==> src/rtl/trng_pkg.sv <==
// Shared types and default sizing for the ring-oscillator random word collector.
package trng_pkg;

  typedef enum logic [2:0] {
    IDLE    = 3'd0,
    WARMUP  = 3'd1,
    COLLECT = 3'd2,
    HOLD    = 3'd3,
    FAULT   = 3'd4
  } state_t;

  localparam int WORD_W_DEF     = 8;
  localparam int SAMPLE_DIV_DEF = 4;
  localparam int WARMUP_CYC_DEF = 16;
  localparam int REP_LIMIT_DEF  = 32;

endpackage

==> src/rtl/trng_collector_vn_debias.sv <==
// Von Neumann pair extractor: (a,b) with a!=b emits a, equal pairs are dropped.
// Outputs are registered, so a result appears the clock after the second sample.
module vn_debias (
  input  logic clk,
  input  logic reset,
  input  logic sample,
  input  logic bit_in,
  input  logic clear,
  output logic out_valid,
  output logic out_bit
);

  logic have_a;
  logic a;

  always_ff @(posedge clk or negedge reset) begin
    if (!reset) begin
      have_a    <= 1'b0;
      a         <= 1'b0;
      out_valid <= 1'b0;
      out_bit   <= 1'b0;
    end else if (clear) begin
      have_a    <= 1'b0;
      out_valid <= 1'b0;
    end else begin
      out_valid <= 1'b0;
      if (sample) begin
        if (!have_a) begin
          a      <= bit_in;
          have_a <= 1'b1;
        end else begin
          have_a    <= 1'b0;
          out_valid <= a ^ bit_in;
          out_bit   <= a;
        end
      end
    end
  end

endmodule

==> src/rtl/trng_collector.sv <==
// Ring-oscillator consumer: warmup, divided sampling, von Neumann debias, word handoff.
// Define TRNG_HEALTH_EN to add the repetition-count health test and sticky FAULT state.
module trng_collector
  import trng_pkg::*;
#(
  parameter int WORD_W     = WORD_W_DEF,
  parameter int SAMPLE_DIV = SAMPLE_DIV_DEF,
  parameter int WARMUP_CYC = WARMUP_CYC_DEF,
  parameter int REP_LIMIT  = REP_LIMIT_DEF
) (
  input  logic              clk,
  input  logic              reset,
  input  logic              enable,
  input  logic              raw_bit,
  output logic              osc_run,
  output logic              rnd_valid,
  input  logic              rnd_ready,
  output logic [WORD_W-1:0] rnd_data,
  output logic              fault
);

  if (WORD_W < 2 || WORD_W > 32) begin : g_bad_word_w
    $error("WORD_W must be 2..32");
  end
  if (SAMPLE_DIV < 1) begin : g_bad_div
    $error("SAMPLE_DIV must be >= 1");
  end
  if (WARMUP_CYC < 1) begin : g_bad_warm
    $error("WARMUP_CYC must be >= 1");
  end
  if (REP_LIMIT < 2) begin : g_bad_rep
    $error("REP_LIMIT must be >= 2");
  end

  localparam int WCW = $clog2(WARMUP_CYC + 1);
  localparam int DCW = $clog2(SAMPLE_DIV + 1);
  localparam int BCW = $clog2(WORD_W + 1);
  localparam logic [WCW-1:0] WARM_LAST = WCW'(WARMUP_CYC - 1);
  localparam logic [DCW-1:0] DIV_LAST  = DCW'(SAMPLE_DIV - 1);
  localparam logic [BCW-1:0] BIT_LAST  = BCW'(WORD_W - 1);

  state_t            state, next_state;
  logic [WCW-1:0]    warm_cnt;
  logic [DCW-1:0]    div_cnt;
  logic [BCW-1:0]    bit_cnt;
  logic [WORD_W-1:0] word;
  logic              strobe;
  logic              vn_valid, vn_bit;
  logic              word_done;
  logic              rep_hit;

  assign strobe    = (state == COLLECT) && (div_cnt == DIV_LAST);
  assign word_done = (state == COLLECT) && vn_valid && (bit_cnt == BIT_LAST);

  // Pair state lives in the extractor; holding it in clear outside COLLECT
  // drops any half pair when collection is abandoned.
  vn_debias u_vn (
    .clk       (clk),
    .reset     (reset),
    .sample    (strobe),
    .bit_in    (raw_bit),
    .clear     (state != COLLECT),
    .out_valid (vn_valid),
    .out_bit   (vn_bit)
  );

`ifdef TRNG_HEALTH_EN
  localparam int RCW = $clog2(REP_LIMIT + 1);
  localparam logic [RCW-1:0] REP_MAX = RCW'(REP_LIMIT);

  logic [RCW-1:0] run_cnt;
  logic           prev_bit;

  always_ff @(posedge clk or negedge reset) begin
    if (!reset) begin
      run_cnt  <= '0;
      prev_bit <= 1'b0;
    end else if (state != COLLECT) begin
      run_cnt  <= '0;
    end else if (strobe) begin
      prev_bit <= raw_bit;
      if (run_cnt == '0 || raw_bit != prev_bit) run_cnt <= RCW'(1);
      else if (run_cnt != REP_MAX)              run_cnt <= run_cnt + 1'b1;
    end
  end

  assign rep_hit = (state == COLLECT) && (run_cnt == REP_MAX);
`else
  assign rep_hit = 1'b0;
`endif

  always_ff @(posedge clk or negedge reset) begin
    if (!reset) state <= IDLE;
    else        state <= next_state;
  end

  always_comb begin
    next_state = state;
    unique case (state)
      IDLE:    if (enable) next_state = WARMUP;
      WARMUP: begin
        if (!enable)                    next_state = IDLE;
        else if (warm_cnt == WARM_LAST) next_state = COLLECT;
      end
      // A stuck source outranks a word finishing on the same strobe.
      COLLECT: begin
        if (rep_hit)        next_state = FAULT;
        else if (!enable)   next_state = IDLE;
        else if (word_done) next_state = HOLD;
      end
      HOLD:    if (rnd_ready) next_state = enable ? WARMUP : IDLE;
      FAULT:   next_state = FAULT;
      default: next_state = IDLE;
    endcase
  end

  always_comb begin
    osc_run   = (state == WARMUP) || (state == COLLECT);
    rnd_valid = (state == HOLD);
`ifdef TRNG_HEALTH_EN
    fault     = (state == FAULT);
`else
    fault     = 1'b0;
`endif
  end

  always_ff @(posedge clk or negedge reset) begin
    if (!reset) begin
      warm_cnt <= '0;
      div_cnt  <= '0;
      bit_cnt  <= '0;
      word     <= '0;
      rnd_data <= '0;
    end else begin
      warm_cnt <= (state == WARMUP) ? warm_cnt + 1'b1 : '0;
      if (state != COLLECT) begin
        div_cnt <= '0;
        bit_cnt <= '0;
        word    <= '0;
      end else begin
        div_cnt <= strobe ? '0 : div_cnt + 1'b1;
        if (vn_valid) begin
          word    <= {word[WORD_W-2:0], vn_bit};
          bit_cnt <= bit_cnt + 1'b1;
        end
      end
      if (next_state == HOLD && state == COLLECT)
        rnd_data <= {word[WORD_W-2:0], vn_bit};
    end
  end

endmodule

==> config.mk <==
export PLATFORM = sky130hd
export DESIGN_NAME = trng_collector
export DESIGN_NICKNAME = d
export VERILOG_FILES = /design/src/rtl/trng_pkg.sv /design/src/rtl/trng_collector_vn_debias.sv /design/src/rtl/trng_collector.sv
export SDC_FILE = /design/constraint.sdc
export NUM_CORES = 1
export LEC_CHECK = 0
export BUFFER_PORTS_ARGS = -buffer_cell sky130_fd_sc_hd__buf_2
export CAP_MARGIN = 20
export CORE_ASPECT_RATIO = 1.75
export CORE_UTILIZATION = 53
export DETAILED_ROUTE_END_ITERATION = 6
export MAX_ROUTING_LAYER = met4
export PLACE_DENSITY_LB_ADDON = 0.12
export SETUP_SLACK_MARGIN = 0.02
export SLEW_MARGIN = 10
export SYNTH_ARGS = -nofsm -noshare
export SYNTH_HDL_FRONTEND = slang
export SYNTH_SLANG_ARGS = --single-unit
==> constraint.sdc <==
create_clock -name clk -period 2.4 [get_ports clk]
set_input_delay 0.48 -clock clk [delete_from_list [all_inputs] [get_ports clk]]
set_output_delay 0.48 -clock clk [all_outputs]
set_load 0.05 [all_outputs]
# Yosys cells after proc, flatten, opt, wreduce, memory -nomap -nowiden
# Cells that the tools add are included.
[word_totals]
input_bits = 5
reg_bits = 34
out_inout_bits = 11
word_cells = 56
[classes]
n_reduce_logical = 10
n_mux = 21
addsub = 3
bitwise = 3
n_eq_ne = 9
[op_table]
columns = ["operator", "count"]
rows = [
  ["$mux 3", 8],
  ["$pmux 3 s5", 1],
  ["$mux 7", 2],
  ["$eq 3x2->1 const B", 4],
  ["$mux 4", 2],
  ["$mux 1", 7],
  ["$reduce_and 3->1", 2],
  ["$add 5x1->5 const B", 1],
  ["$eq 5x4->1 const B", 1],
  ["$mux 5", 1],
  ["$add 4x1->4 const B", 1],
  ["$eq 4x3->1 const B", 1],
  ["$logic_and 1x1->1", 4],
  ["$reduce_bool 2->1", 2],
  ["$add 3x1->3 const B", 1],
  ["$eq 3x1->1 const B", 1],
  ["$eq 3x3->1 const B", 1],
  ["$logic_not 3->1", 1],
  ["$ne 3x2->1 const B", 1],
  ["$not 1->1", 2],
  ["$logic_or 1x1->1", 1],
  ["$xor 1x1->1", 1],
]

# Logic depth before layout (Yosys ltp)
# Gate-level depths: netlist of the first run.
[depth]
ltp_word = 8
mapped_depth = 6
depth_no_buf = 6

# Modules after synthesis
# Synthesis of the first run repeated with hierarchy kept, for this count alone.
[hier_totals]
hier_cells = 118
area_unflattened_um2 = 1475.2
[by_module_without_submodules]
columns = ["mod", "seq_area_each_um2", "area_per_inst_um2", "cells_each", "instances"]
rows = [
  ["trng_collector", 750.7, 1303.8, 106, 1],
  ["vn_debias", 100.1, 171.4, 12, 1],
]

# Worst setup path before layout of the first run
# Ideal clock, no wire load.
[synth_timing]
kind = "register -> output"
start = "reg state[0]"
end = "out osc_run"
required_ps = 1920
arrival_ps = 1528
path_slack_ps = 392
n_path_buf = 3
path_stages_with_launch = 6
path_cell_list = "dfrtp_1 > buf_6 > or3b_1 > buf_2 > clkbuf_1 > nand2_1"
[synth_via]
elab_chain_cells = 2
word_cells_on_any_way = 3
cone_classes = "eq/ne (2); reduce/logical (1)"
[synth_lines]
columns = ["item", "line_no", "rtl"]
rows = [
  ["start, declared", "trng_collector.sv:42", "state_t state, next_state;"],
  ["start signal, assigned", "trng_collector.sv:94", "else state <= next_state;"],
  ["$eq 3x1->1 / $eq 3x2->1 (equally long branches)", "trng_collector.sv:118", "osc_run = (state == WARMUP) || (state == COLLECT);"],
  ["$logic_or 1x1->1 *", "trng_collector.sv:118", ""],
  ["end, declared", "trng_collector.sv:15", "output logic osc_run,"],
]
# Every way passes the cells marked *; elsewhere a longest branch is shown, timed or not.

# Final worst setup path of the first run
# Ends and elaborated chain as after synthesis.

==> results of run 1 <==
[power breakdown]
part	internal, mW	leakage (nW)	switching (mW)	total [mW]
Clock	0.231	0.0482	0.189	0.420
Combinational	0.0884	0.287	0.172	0.261
Sequential	0.616	0.471	0.0543	0.671
[layout make-up]
cell class | count | area [µm²]
Sequential cell | 34 | 851
Inverter | 3 | 11.3
Multi-Input combinational cell | 75 | 557
Timing Repair Buffer | 16 | 85.1
Fill cell | 205 | 925
Clock buffer | 7 | 86.3
Clock inverter | 1 | 5.00
Tap cell | 26 | 32.5
[metal layers]
| layer | vias to the layer above | GRT usage, % | routed length [µm] |
|---|---|---|---|
| met4 | 0 | 9.68 | 45 |
| met5 | - | - | 0 |
| met2 | 14 | 30.0 | 1170 |
| met3 | 6 | 5.29 | 49 |
| met1 | 427 | 20.4 | 953 |
| li1 | 427 | - | - |
[critical path, stage by stage, from the launching register on]
cell and delay [ns]:
dfrtp_1 0.50, or3b_2 0.55, nand2_1 0.08, buf_2 0.25
[Yosys cell counts, types with 2 or more instances]
cell and number:
dfrtp_1 34, nor2_1 18, mux2_2 9, mux2i_1 8, ha_1 4, nand2_1 4, xnor2_1 4, a21oi_1 3
inv_1 3, nand3_1 3, nor3b_1 3, xor2_1 3, buf_2 2, buf_4 2, clkbuf_1 2, nor3b_2 2
[registers in the layout, indices dropped and copies added, names as in the netlist]
register / flops
u_vn.a: 1
rnd_data: 8
div_cnt: 3
bit_cnt: 4
state: 3
warm_cnt: 5
u_vn.out_bit: 1
word: 7
u_vn.have_a: 1
u_vn.out_valid: 1
[through the flow]
stage | std cells | worst slack, ns
floorplan | 119 | 0.392
global placement | 154 | 0.577
detailed placement | 154 | 0.551
CTS | 162 | 0.240
global route | 162 | 0.187
finish | 162 | 0.248
[final timing paths]
kind | cells past startpoint | endpoint
worst max-delay path | 3 | osc_run
worst min-delay path | 1 | warm_cnt[2]
worst max register to register | 4 | u_vn.a
worst min register to register | 1 | div_cnt[0]
max in group asynchronous | 1 | rnd_data[0]
min in group clk | 2 | u_vn.a
[cell families (layout without fill, tap and decap cells)]
kind of cell | Yosys count | after routing | share of synthesized area, %
and+or+nand+nor | 41 | 41 | 15.4
AOI/OAI and AO/OA | 4 | 4 | 1.63
adders and majority gates | 4 | 4 | 3.42
buffers and inverters | 10 | 27 | 3.76
xor gates and xnor gates | 7 | 7 | 4.19
DFF | 34 | 34 | 58.2
other | 1 | 1 | 0.256
muxes | 18 | 18 | 13.2
==> results_dict.tcl, run 1 <==
set metrics [dict create \
    io_pins 16 \
    dieHeight_um 71.5 \
    start_util_pct 57.3 \
    wire_per_inst_um 13.7 \
    first_iter_violations 10 \
    crit_type "reg -> out" \
    fin_crit_sh_pct 89.6 \
    area_growth_pct 11.3 \
    final_nets 144 \
    postCtsSetupBuffers 0 \
    dp_hpwl_mm 1.56 \
    r2r-start "state[0]" \
    syn_avg_cell_area_um2 12.3 \
    whs_ns 0.250 \
    cp-end-kind "output port" \
    io_buffers 14 \
    vias 874 \
    ctsResizeCount 0 \
    cp.required_ns 1.92 \
    yosys.cell_types.count 31 \
    vias_per_cell 5.40 \
    yosysWarnings 0 \
    setup_viol 0 \
    mostFrequentLayoutCells "dfrtp_1 (34), nor2_1 (18), buf_2 (14)" \
    worstSkewPairLatency_ns 0.28 \
    wirelength_mm 2.22 \
    synth-edff-count 0 \
    p_total_mw 1.35 \
    firstDrtPassIters 4 \
    grt_pass1_wl_mm 3.97 \
    hold_viol_final 0 \
    drive_gt1_share_pct 25.7 \
    cts_max_level 2 \
    synth_area_um2 1460 \
    ys_ff_latch 34 \
    fin_util_pct 63.8 \
    synth-main-ff-cell "dfrtp_1" \
    fin_setup_tns_ns 0 \
    path_max_fanout 10 \
    clock_path_buffers 2 \
    antenna_found_initial 0 \
    gr-usage-all-layers_pct 18.5 \
    yosys.area.top_type "dfrtp_1" \
    ant_nets 0 \
    max_slew_margin_pct 52.2 \
    skew_ns 0.00938 \
    grt_max_degree 35 \
    fin_crit_ns 2.15 \
    die_w_um 41.7 \
    synth_cells 119 \
    drc_errors 0 \
    placed_area_um2 1540 \
    routabilityCongestion 0.714 \
    core_um2 2550 \
    n_antenna_cell 0 \
    cts_tree "yes" \
    p_leak_nw 0.806 \
    grt_pass1_vias 906 \
    cap_violations 0 \
    synth_nets 128 \
    regToRegSetupSlack_ns 0.65 \
    crit_path_start_kind "flop" \
    rsz0062_at_grt "no" \
    outcome "complete, no violations" \
    hp-class "in -> async" \
    holdBufCountCts 0 \
    power.density_nw_per_um2 830 \
    arrival_ns 1.67 \
    fmax_mhz 465 \
    synth_area_leaders "dfrtp_1 (58%), mux2_2 (6.9%), mux2i_1 (5.5%)" \
    async_reset_ff_share_pct 100 \
    dieArea_um2 2980 \
    numClockSinks 34 \
    ir_drop_mv 0.579 \
    cts_made_buffers 5 \
    mostFrequentLayoutCell "dfrtp_1" \
    clock-root-buffer "clkbuf_8" \
    row_count 24 \
    synth_top_cell_area_share_pct 58.2 \
    cp-startpoint "state[0]" \
    fin_area_um2 1630 \
    grt_overflow 0 \
    ys_seq_area_share_pct 58.2 \
    path_clk_slew_ns 0.06 \
    tightest_slew_ns 0.717 \
    slew_viol_final 0 \
]
Power figures use the tool's default switching activity.
==> run 2: changes to the inputs <==
--- a/config.mk
+++ b/config.mk
@@ -9,6 +9,7 @@
 export CAP_MARGIN = 20
 export CORE_ASPECT_RATIO = 1.75
 export CORE_UTILIZATION = 53
+export CTS_BUF_LIST = sky130_fd_sc_hd__clkbuf_2 sky130_fd_sc_hd__clkbuf_4 sky130_fd_sc_hd__clkbuf_8
 export DETAILED_ROUTE_END_ITERATION = 6
 export MAX_ROUTING_LAYER = met4
 export PLACE_DENSITY_LB_ADDON = 0.12
==> constraint.sdc (replaced) <==
create_clock -name clk -period 1.8 [get_ports clk]
set_input_delay 0.36 -clock clk [delete_from_list [all_inputs] [get_ports clk]]
set_output_delay 0.36 -clock clk [all_outputs]
set_load 0.05 [all_outputs]
==> results_dict.tcl, run 2 (synthesized netlist as in run 1, its figures left out) <==
set metrics [dict create \
    outcome "complete, no violations" \
    n_fill_cell 196 \
    drc_errors 0 \
    cap_violations 0 \
    ir_drop_mv 1.04 \
    power.density_nw_per_um2 1150 \
    cp.required_ns 1.44 \
    vias_per_cell 5.41 \
    largest_reg_flops 8 \
    grt_pass1_wl_mm 4.32 \
    gr-usage-all-layers_pct 20.8 \
    grt_pass1_vias 946 \
    clock-root-buffer "clkbuf_8" \
    n_antenna_cell 0 \
    crit_path_start_kind "flop" \
    rsz0062_at_grt "no" \
    fin_setup_tns_ns 0 \
    fin_crit_sh_pct 96.1 \
    start_util_pct 57.3 \
    path_clk_slew_ns 0.07 \
    top_regs "rnd_data (8), word (7), warm_cnt (5)" \
    crit_type "reg -> out" \
    hold_viol_final 0 \
    setup_viol 0 \
    row_count 24 \
    io_pins 16 \
    cts_max_level 2 \
    dieHeight_um 71.5 \
    routabilityCongestion 0.798 \
    dieArea_um2 2980 \
    ant_nets 0 \
    cts_tree "yes" \
    dp.cells 157 \
    tightest_slew_ns 0.743 \
    wire_per_inst_um 15.1 \
    vias 898 \
    skew_ns 0.00850 \
    cts_made_buffers 5 \
    path_max_fanout 3 \
    drive_gt1_share_pct 30.7 \
    mostFrequentLayoutCells "dfrtp_1 (33), nor2_1 (18), buf_2 (13)" \
    clock_path_buffers 2 \
    r2r-start "state[2]" \
    dp_hpwl_mm 1.77 \
    cp-end-kind "output port" \
    worstSkewPairLatency_ns 0.29 \
    fin_cells 166 \
    first_iter_violations 9 \
    max_slew_margin_pct 50.5 \
    fin_crit_ns 1.73 \
    p_leak_nw 0.832 \
    fmax_mhz 578 \
    holdBufCountCts 0 \
    cp-startpoint "state[2]" \
    antenna_found_initial 0 \
    slew_viol_final 0 \
    die_w_um 41.7 \
    area_growth_pct 14.6 \
    core_um2 2550 \
    arrival_ns 1.37 \
    io_buffers 14 \
    mostFrequentLayoutCell "dfrtp_1" \
    grt_overflow 0 \
    firstDrtPassIters 4 \
    numClockSinks 34 \
    wirelength_mm 2.50 \
    final_nets 148 \
    grt_max_degree 35 \
    hp-class "in -> async" \
    top_register "rnd_data" \
]
==> run 2: metal layers <==
layer  routed length (µm)  global-route usage (%)  part of all wire [%]  vias to the layer above
li1                     -                       -                     -                      435
met2                 1340                    33.7                    53                       14
met5                    0                       -                     0                        -
met1                  987                    21.5                    39                      442
met4                   82                    14.0                   3.3                        0
met3                   94                    6.05                   3.8                        7
==> run 2: final timing paths <==
path,slack (ns),cells after the start,end
setup / recovery,0.07,3,osc_run
hold / removal,0.13,1,div_cnt[0]
setup reg to reg,0.14,4,rnd_data[3]
hold reg to reg,0.45,1,div_cnt[0]
max in group asynchronous,1.16,1,state[2]
min in group clk,0.32,2,u_vn.a
==> run 2: where the power goes <==
group / switching, mW / internal, mW / leakage [nW]
clock network: 0.261 / 0.323 / 0.0517
logic: 0.285 / 0.195 / 0.311
registers: 0.0400 / 0.822 / 0.469
==> run 2: worst max-delay path, stage by stage (launching register included) <==
cell     delay, ns
dfrtp_2       0.42
or3b_4        0.42
nand2_2       0.09
buf_6         0.15
==> run 2: layout make-up <==
class	count	area (µm²)	share of cell area [%]
sequential	34	852	50.8
multi-input combinational	75	564	33.7
clock buffer	7	90.1	5.37
inverter	3	11.3	0.672
clock inverter	1	5.00	0.299
tap	26	32.5	1.94
timing repair buffer	20	121	7.24
==> run 2: stage by stage <==
step / setup slack [ns] / utilization, % / cell area [µm²] / hold slack (ns) / power [mW]
detailed placement: 0.141 / 61.2 / 1560 / 0.448 / 1.32
finish: 0.0703 / 65.7 / 1680 / 0.131 / 1.93
floorplan: 0.0301 / - / 1470 / 0.0644 / 1.20
global route: 0.0213 / 65.7 / 1680 / 0.186 / 2.03
global placement: 0.163 / 61.2 / 1560 / 0.431 / 1.30
CTS: 0.0540 / 65.7 / 1680 / 0.147 / 1.95
==> run 2: what timing repair did <==
item	CTS	global route
resized for setup	5	0
endpoints found under the setup margin	1	0
buffers inserted	1	0
endpoints found under the hold margin	0	0
